## src/rtl/ysyx_22040125_config.sv

```systemverilog
// rtl/ysyx_22040125_config.sv - shared constants for the ysyx_22040125 fetch unit
package ysyx_22040125_config;

    typedef enum logic [2:0] {
        IFU_IDLE = 3'd0,
        IFU_REQ  = 3'd1,
        IFU_WAIT = 3'd2,
        IFU_OUT  = 3'd3,
        IFU_HALT = 3'd4
    } ifu_state_e;

    localparam logic [31:0] INST_NOP         = 32'h0000_0013;
    localparam logic [63:0] DEFAULT_RESET_PC = 64'h0000_0000_8000_0000;

endpackage

```

## src/rtl/ysyx_22040125_ifu_buf.sv

```systemverilog
// rtl/ysyx_22040125_ifu_buf.sv - holding register for the fetched word presented to decode
module ysyx_22040125_ifu_buf
    import ysyx_22040125_config::*;
(
    input  logic        clk_i,
    input  logic        rst_i,
    input  logic        load_i,
    input  logic        clear_i,
    input  logic        ready_i,
    input  logic [31:0] inst_i,
    input  logic [63:0] pc_i,
    input  logic        fault_i,
    output logic        valid_o,
    output logic [31:0] inst_o,
    output logic [63:0] pc_o,
    output logic        fault_o
);

    logic        valid_q;
    logic [31:0] inst_q;
    logic [63:0] pc_q;
    logic        fault_q;

    // Clear (redirect discard) beats load; the payload only changes on load so it
    // stays stable while decode stalls.
    always_ff @(posedge clk_i) begin
        if (rst_i) begin
            valid_q <= 1'b0;
            inst_q  <= INST_NOP;
            pc_q    <= 64'd0;
            fault_q <= 1'b0;
        end else if (clear_i) begin
            valid_q <= 1'b0;
        end else if (load_i) begin
            valid_q <= 1'b1;
            inst_q  <= inst_i;
            pc_q    <= pc_i;
            fault_q <= fault_i;
        end else if (valid_q && ready_i) begin
            valid_q <= 1'b0;
        end
    end

    assign valid_o = valid_q;
    assign inst_o  = inst_q;
    assign pc_o    = pc_q;
    assign fault_o = fault_q;

endmodule

```

## src/rtl/ysyx_22040125_ifu.sv

```systemverilog
// rtl/ysyx_22040125_ifu.sv - instruction fetch unit: PC, fetch FSM, redirect and halt
module ysyx_22040125_ifu
    import ysyx_22040125_config::*;
#(
    parameter logic [63:0] RESET_PC = DEFAULT_RESET_PC
) (
    input  logic        clk,
    input  logic        rst,
    output logic        imem_req,
    output logic [63:0] imem_addr,
    input  logic        imem_gnt,
    input  logic        imem_rvalid,
    input  logic [31:0] imem_rdata,
    input  logic        imem_err,
    output logic        inst_valid,
    input  logic        inst_ready,
    output logic [31:0] inst,
    output logic [63:0] inst_pc,
    output logic        inst_fault,
    input  logic        redirect_valid,
    input  logic [63:0] redirect_pc,
    input  logic        halt
);

    ifu_state_e  state_q, state_d;
    logic [63:0] pc_q, pc_d;
    logic        kill_q, kill_d;
    logic        halt_q, halt_d;
    logic        buf_load;
    logic        buf_clear;
    logic [63:0] redirect_tgt;

    assign redirect_tgt = {redirect_pc[63:2], 2'b00};

    // Request is a pure decode of registered state so memory never sees an input-to-output path.
    assign imem_req  = (state_q == IFU_REQ) && !halt_q;
    assign imem_addr = pc_q;

    // State, PC, kill and sticky halt registers.
    always_ff @(posedge clk) begin
        if (rst) begin
            state_q <= IFU_IDLE;
            pc_q    <= RESET_PC;
            kill_q  <= 1'b0;
            halt_q  <= 1'b0;
        end else begin
            state_q <= state_d;
            pc_q    <= pc_d;
            kill_q  <= kill_d;
            halt_q  <= halt_d;
        end
    end

    // Next-state logic; a redirect overrides the PC in every state.
    always_comb begin
        state_d   = state_q;
        pc_d      = pc_q;
        kill_d    = kill_q;
        halt_d    = halt_q | halt;
        buf_load  = 1'b0;
        buf_clear = 1'b0;
        case (state_q)
            IFU_IDLE: state_d = IFU_REQ;
            IFU_REQ: begin
                if (halt_q) begin
                    state_d = IFU_HALT;
                end else if (imem_gnt) begin
                    state_d = IFU_WAIT;
                    kill_d  = redirect_valid;
                end
            end
            IFU_WAIT: begin
                if (imem_rvalid) begin
                    // A redirect landing with the response also drops it, so kill never leaks past WAIT.
                    if (kill_q || redirect_valid) begin
                        kill_d  = 1'b0;
                        state_d = IFU_REQ;
                    end else begin
                        buf_load = 1'b1;
                        pc_d     = pc_q + 64'd4;
                        state_d  = IFU_OUT;
                    end
                end else if (redirect_valid) begin
                    kill_d = 1'b1;
                end
            end
            IFU_OUT: begin
                if (redirect_valid) begin
                    buf_clear = 1'b1;
                    state_d   = IFU_REQ;
                end else if (inst_ready) begin
                    state_d = halt_q ? IFU_HALT : IFU_REQ;
                end
            end
            IFU_HALT: state_d = IFU_HALT;
            default:  state_d = IFU_IDLE;
        endcase
        if (redirect_valid) begin
            pc_d = redirect_tgt;
        end
    end

    ysyx_22040125_ifu_buf u_buf (
        .clk_i   (clk),
        .rst_i   (rst),
        .load_i  (buf_load),
        .clear_i (buf_clear),
        .ready_i (inst_ready),
        .inst_i  (imem_rdata),
        .pc_i    (pc_q),
        .fault_i (imem_err),
        .valid_o (inst_valid),
        .inst_o  (inst),
        .pc_o    (inst_pc),
        .fault_o (inst_fault)
    );

endmodule

```

## config.mk

```make
export PLATFORM = sky130hd
export DESIGN_NAME = ysyx_22040125_ifu
export DESIGN_NICKNAME = d
export VERILOG_FILES = /design/src/rtl/ysyx_22040125_config.sv /design/src/rtl/ysyx_22040125_ifu_buf.sv /design/src/rtl/ysyx_22040125_ifu.sv
export SDC_FILE = /design/constraint.sdc
export NUM_CORES = 1
export LEC_CHECK = 0
export CAP_MARGIN = 20
export CORE_ASPECT_RATIO = 0.5
export CORE_MARGIN = 10
export CORE_UTILIZATION = 35
export DETAILED_ROUTE_END_ITERATION = 10
export SLEW_MARGIN = 20
export SYNTH_ARGS = -nofsm -noshare
export SYNTH_HDL_FRONTEND = slang
export SYNTH_HIERARCHICAL = 1
export SYNTH_SLANG_ARGS = --single-unit
```

## constraint.sdc

```tcl
create_clock -name clk -period 2.95 [get_ports clk]
set_input_delay 0.7375 -clock clk [delete_from_list [all_inputs] [get_ports clk]]
set_output_delay 0.7375 -clock clk [all_outputs]
set_load 0.01 [all_outputs]
```

* Word-level counts from Yosys, hierarchy flattened *
Index checks and enable logic that the tools add are counted.

word-level totals
  output and inout bits = 163
  bits of input ports = 104
  register bits = 167

operators by class
  multiplexer cells = 25
  bitwise logic cells = 3
  equal/unequal tests = 12
  reduce and logical (&&, ||, !) cells = 16
  add/sub/neg operators = 1

operators with widths
  operator                                                          number
  64-bit 2-to-1 mux                                                 4
  64-bit by 3-bit adder with 64-bit output (second input constant)  1
  3-bit 2-to-1 mux                                                  6
  3-bit one-hot mux with 5 select lines                             1
  1-bit 2-to-1 mux                                                  12
  3-bit inequality test (second input constant)                     4
  3-bit AND reduction                                               3
  2-bit inequality test (second input constant)                     4
  2-bit nonzero test                                                4
  3-bit by 2-bit == test with 1-bit output (second input constant)  2
  5-bit AND reduction                                               1
  2-bit OR reduction                                                2
  3-bit by 1-bit == test with 1-bit output (second input constant)  1
  3-bit == test (second input constant)                             1
  3-bit zero test                                                   1
  1-bit logical AND                                                 2
  2-bit 2-to-1 mux                                                  1
  1-bit inverter                                                    2
  1-bit one-hot mux with 2 select lines                             1
  2-bit AND reduction                                               1
  1-bit zero test                                                   1
  1-bit logical OR                                                  1
  1-bit OR                                                          1

* Longest topological paths before layout *
  word-level depth = 5
  gate-level depth with buffers = 10

* Hierarchy *
Netlist, hierarchy kept.

by module, submodules not included
  module                 instances  cells an instance  area each (um^2)  sequential area each (um^2)
  ysyx_22040125_ifu_buf  1          445                4,415.5           1,961.9
  ysyx_22040125_ifu      1          540                4,175.3           1,341.3

* Worst setup path after synthesis *
Ideal clock, no wire load.

  kind = input to register
  start point = input port imem_rvalid
  end point = register pc_q[37], in the netlist imem_addr[37]
  setup time = 0.118 ns
  data arrival time = 2.430 ns
  required time = 2.832 ns
  buffers on the path = 2
  stages on the path = 7
  path slack = 0.402 ns
  cells stage by stage = nor2b_1 > buf_2 > nand4_4 > or3_1 > buf_2 > or4b_2 > o2111a_1

between the ends
  longest elaborated chain between the ends = 2

ends and longest elaborated chain
  element                               line                     source
  start, declared                       ysyx_22040125_ifu.sv:12  input logic imem_rvalid,
  2-bit nonzero test (no source line)   n/a
  3-bit AND reduction (no source line)  n/a
  end signal, assigned                  ysyx_22040125_ifu.sv:48  pc_q <= pc_d;
  end, declared                         ysyx_22040125_ifu.sv:26  logic [63:0] pc_q, pc_d;

Every way passes these cells.
A chain may end at the register's enable or synchronous reset.

* Worst setup path after layout *
  start point = register state_q[0]
  end point = output port imem_req

between the ends
  longest elaborated chain between the ends = 2

ends and longest elaborated chain
  element                                   line                     source
  start, declared                           ysyx_22040125_ifu.sv:25  ifu_state_e state_q, state_d;
  start signal, assigned                    ysyx_22040125_ifu.sv:47  state_q <= state_d;
  3-bit by 1-bit == test with 1-bit output  ysyx_22040125_ifu.sv:36  assign imem_req = (state_q == IFU_REQ) && !halt_q;
  1-bit logical AND                         ysyx_22040125_ifu.sv:36
  end, declared                             ysyx_22040125_ifu.sv:9   output logic imem_req,

Every way passes these cells.

==> flow_results.org <==
** Global routing
- Maximum number of pins on one net before global-route repair :: between 150 and 200
- Overall Global Routing Usage :: 19.4%
- GRT overflow :: 0
- The via count of the first global-routing pass was 8,085.
- The first global-routing pass estimated 48.3 mm of wire.
- The initial antenna violation count is 3.

** Run status
- The flow ran to the end, and the final reports show no timing, DRC or antenna violations.

** Clock network
- Number of buffers created by CTS :: 17
- TritonCTS sink count :: about 170
- Count of cells resized by post-cts repair :: 0
- Post-CTS setup repair buffer count :: 0
- Root buffer selected by CTS :: clkbuf_16
- The clock tree synthesis step divided the H-tree into 4 levels.
- After clock tree synthesis, the clock-pin slew on the worst setup and hold paths is 70 ps.
- For the worst-skew pair, the clock arrives at the later sink with an insertion delay of around 450 ps.
- Largest buffer count on any clock path :: 2
- Clock tree from TritonCTS :: yes
- Hold buffer count at cts :: 0

** Worst setup path
- Worst Path Class, Setup :: register to primary output
- Critical path startpoint category :: register
- Arrival time of data at the critical path endpoint :: 2020 ps
- Data on the critical path is required at its endpoint by 2210 ps.
- Largest fanout of any net on the critical path :: 12
- The worst setup path is captured at a primary output.

** Pwr
- Static leakage power :: 4.05 nW
- Cell-internal power :: 3.92 mW
- In this run switching power makes up 26.0% of total power.
- Clock network power share :: 41.1%
- Registers are responsible for approximately 46% of the overall power.
- Net switching power of the design :: 1.38 mW
- In this run the power density over the cells is 432 nW/um2.
- IR drop worst, VDD :: 0.000381 V
- Combinational power share :: 13.3%

** Job
- Across the run, the number of max-cap violations was 0.

** STA
- The number of max-slew violations in the final report came to 0.
- Setup violations remaining at the end of the flow were counted as 0.
- Counting I/O delays and the setup requirement, the final critical path takes about 2800 ps.
- Setup repair after global routing missed its margin :: false
- The number of hold violations in the final report was 0.
- Static timing analysis puts the maximum clock frequency at 363 MHz.
- Of the available clock period, the critical path in the final layout requires roughly 93%.
- Setup slack of the critical path after layout :: 194 ps
- Worst-case headroom to the max-slew limit :: roughly 50%
- Slew at the pin closest to its max-slew limit :: 748 ps
- For the final database, setup skew stands at slightly above 9 ps.

** Die
- The die covers 31,600 um2.
- The die is 131 um tall.
- The total area inside the core boundary comes to 24,100 um2.
- Effective utilization at floorplan :: 35.7%
- Die Wd :: ~240 um
- The floorplan has 40 rows.
- Io pins :: between 200 and 300

** Cells and area
- In the final design database the tool counted about 1,300 nets.
- The area growth from synthesis to layout is 42.8%.
- Excluding fillers, the count of instances in the completed layout stands at 1,584.
- Counting the fill cells in the layout gives 2,292.
- The post-route netlist has 8.03% of its cells at a drive strength greater than 1.
- Core occupancy in the finished layout :: around half

** Synth
- Sequential-to-total area share from yosys stat :: 38.5%
- Area share of fa/ha/maj cells after synthesis :: 0.146%
- Post-synthesis share of cell area spent on and, or, nand and nor gates :: 38.1%
- Cell variety after synth :: 62
- Counting flops and latches in the post-synthesis netlist gives ~170.
- The Yosys step of the flow raised 6 warnings.
- Mapped Area :: around 8600 um2
- After synthesis, the share of cell area in mux cells is 0.830%.
- After synthesis, the largest family of logic cells by area is simple AND/OR/NAND/NOR gates.
- Of the total synthesized cell area, the portion taken by XOR and XNOR cells is 3.26%.
- The most used flip-flop cell after synthesis is dfxtp_1.
- Number of instances in the synthesized netlist :: 985
- Counting flops with a built-in enable in the synthesized netlist gives 0.
- Area fraction in compound gates after synthesis :: 14.0%
- In the synthesized netlist the async set-or-reset flop fraction comes to 0%.
- Avg Cell Area, Syn :: ~8.7 um2

** Routing
- The routed design has between 30 and 40 mm of wire.
- Antenna-violating nets left :: 0
- In the final routed layout, each cell accounts on average for 20.0 um.
- In the routed layout, each cell is associated on average with a via count of 5.41.
- Vias after detailed routing :: 8,562
- The detailed router finished its first iteration with 625 violations.
- Residual DRC count :: 0
- TritonRoute pass-1 iters :: 5

** Placement
- OpenSTA, run right after detailed placement, puts the worst setup slack at -51.3 ps.
- Including well taps, the total number of placed cells is 1,549.
- Number of port buffers :: 262
- Gp weighted congestion :: ~0.84
- Detailed placement ended at an HPWL of 22.9 mm.

** Worst hold path
- The path class of the tightest hold or removal check is register to register.
## critical path: stages (launching register included)
cell,delay [ps]
dfxtp_1,540
nor4b_1,390
clkdlybuf4s50_1,640
## cells in the final DEF (no fill, tap or decap), drive strengths merged, types with 18 or more instances in the layout
cell and n:
nand4bb 94, and3 19, buf 55, o21ai 112, nor2 65, nand3 36, clkbuf 22, nand4 37
nand2 47, xnor2 18, clkdlybuf4s50 260, dfxtp 165, nand2b 97, a211oi 29
## metrics by stage
stage / setup TNS [ps] / area, um2 / hold slack (ps) / total power [mW]
CTS: 0 / 12300 / 466 / 5.34
global placement: -55.1 / 11700 / 450 / 3.16
finish: 0 / 12300 / 461 / 5.29
floorplan: 0 / 8600 / 486 / 2.76
global route: 0 / 12300 / 479 / 5.50
detailed placement: -119 / 11700 / 454 / 3.17
## registers in the layout (all words and copies together) (netlist names)
register,cells
halt_q,1
u_buf/inst_o,32
imem_addr,62
kill_q,1
u_buf/pc_o,64
u_buf/fault_o,1
u_buf/valid_o,1
state_q,3
## power by group through the flow
| stage | registers [mW] | clock network [mW] | logic (mW) |
|---|---|---|---|
| final | 2.41 | 2.18 | 0.706 |
| after global routing | 2.43 | 2.31 | 0.759 |
| after CTS | 2.41 | 2.22 | 0.712 |
| after detailed placement | 2.46 | 0 | 0.710 |
| after global placement | 2.46 | 0 | 0.700 |
| after floorplan | 2.47 | 0 | 0.289 |
## layer usage
layer | routed length [um] | global-route usage (%) | share of wire [%] | vias to the layer above
met4 | 573 | 6.99 | 1.8 | 0
li1 | - | - | - | 4136
met1 | 14000 | 24.6 | 44 | 4153
met2 | 15400 | 32.2 | 49 | 234
met5 | 0 | 0 | 0 | -
met3 | 1670 | 4.17 | 5.3 | 39
## worst paths after layout
path | cells after the start | slack [ps] | to | start
setup / recovery | 2 | 190 | imem_req | state_q[0]$_SDFFE_PP0P_
hold / removal | 2 | 460 | u_buf/inst_o[3]$_SDFFE_PP0P_ | u_buf/inst_o[3]$_SDFFE_PP0P_
hold reg to reg | 2 | 460 | u_buf/inst_o[3]$_SDFFE_PP0P_ | u_buf/inst_o[3]$_SDFFE_PP0P_
setup reg to reg | 5 | 430 | imem_addr[37]$_SDFFE_PP0P_ | imem_addr[15]$_SDFFE_PP0P_
## cells by family after synthesis
logic type | Yosys count
flip-flops | 165
AND/OR/NAND/NOR | 485
other | 1
adder cells (fa/ha/maj) | 1
AO/OA/AOI/OAI | 195
multiplexers | 7
buffers and inverters | 99
XOR/XNOR | 32
## cell type report
cell class | instances | area, um2 | share of cell area, %
multi-input combinational | 724 | 4870 | 39.7
sequential | 165 | 3300 | 26.9
timing repair buffer | 315 | 3080 | 25.1
clock buffer | 22 | 474 | 3.87
tap | 336 | 420 | 3.43
clock inverter | 10 | 80.1 | 0.653
inverter | 9 | 33.8 | 0.275
antenna | 3 | 7.51 | 0.0612
## cell usage after synthesis, drive strengths merged, types with 16 or more instances
library cell	instances	area share, %
nand4	37	2.9
nand2	47	2.1
clkbuf	58	2.5
xnor2	18	1.8
dfxtp	165	38
nand3	36	2.1
a211oi	29	2.5
nor3	16	0.99
nor2	65	2.8
nand4bb	94	12
buf	32	2.3
o21ai	112	6.5
and3	19	1.4
nand2b	97	7.1
Power figures use the tool's default switching activity.
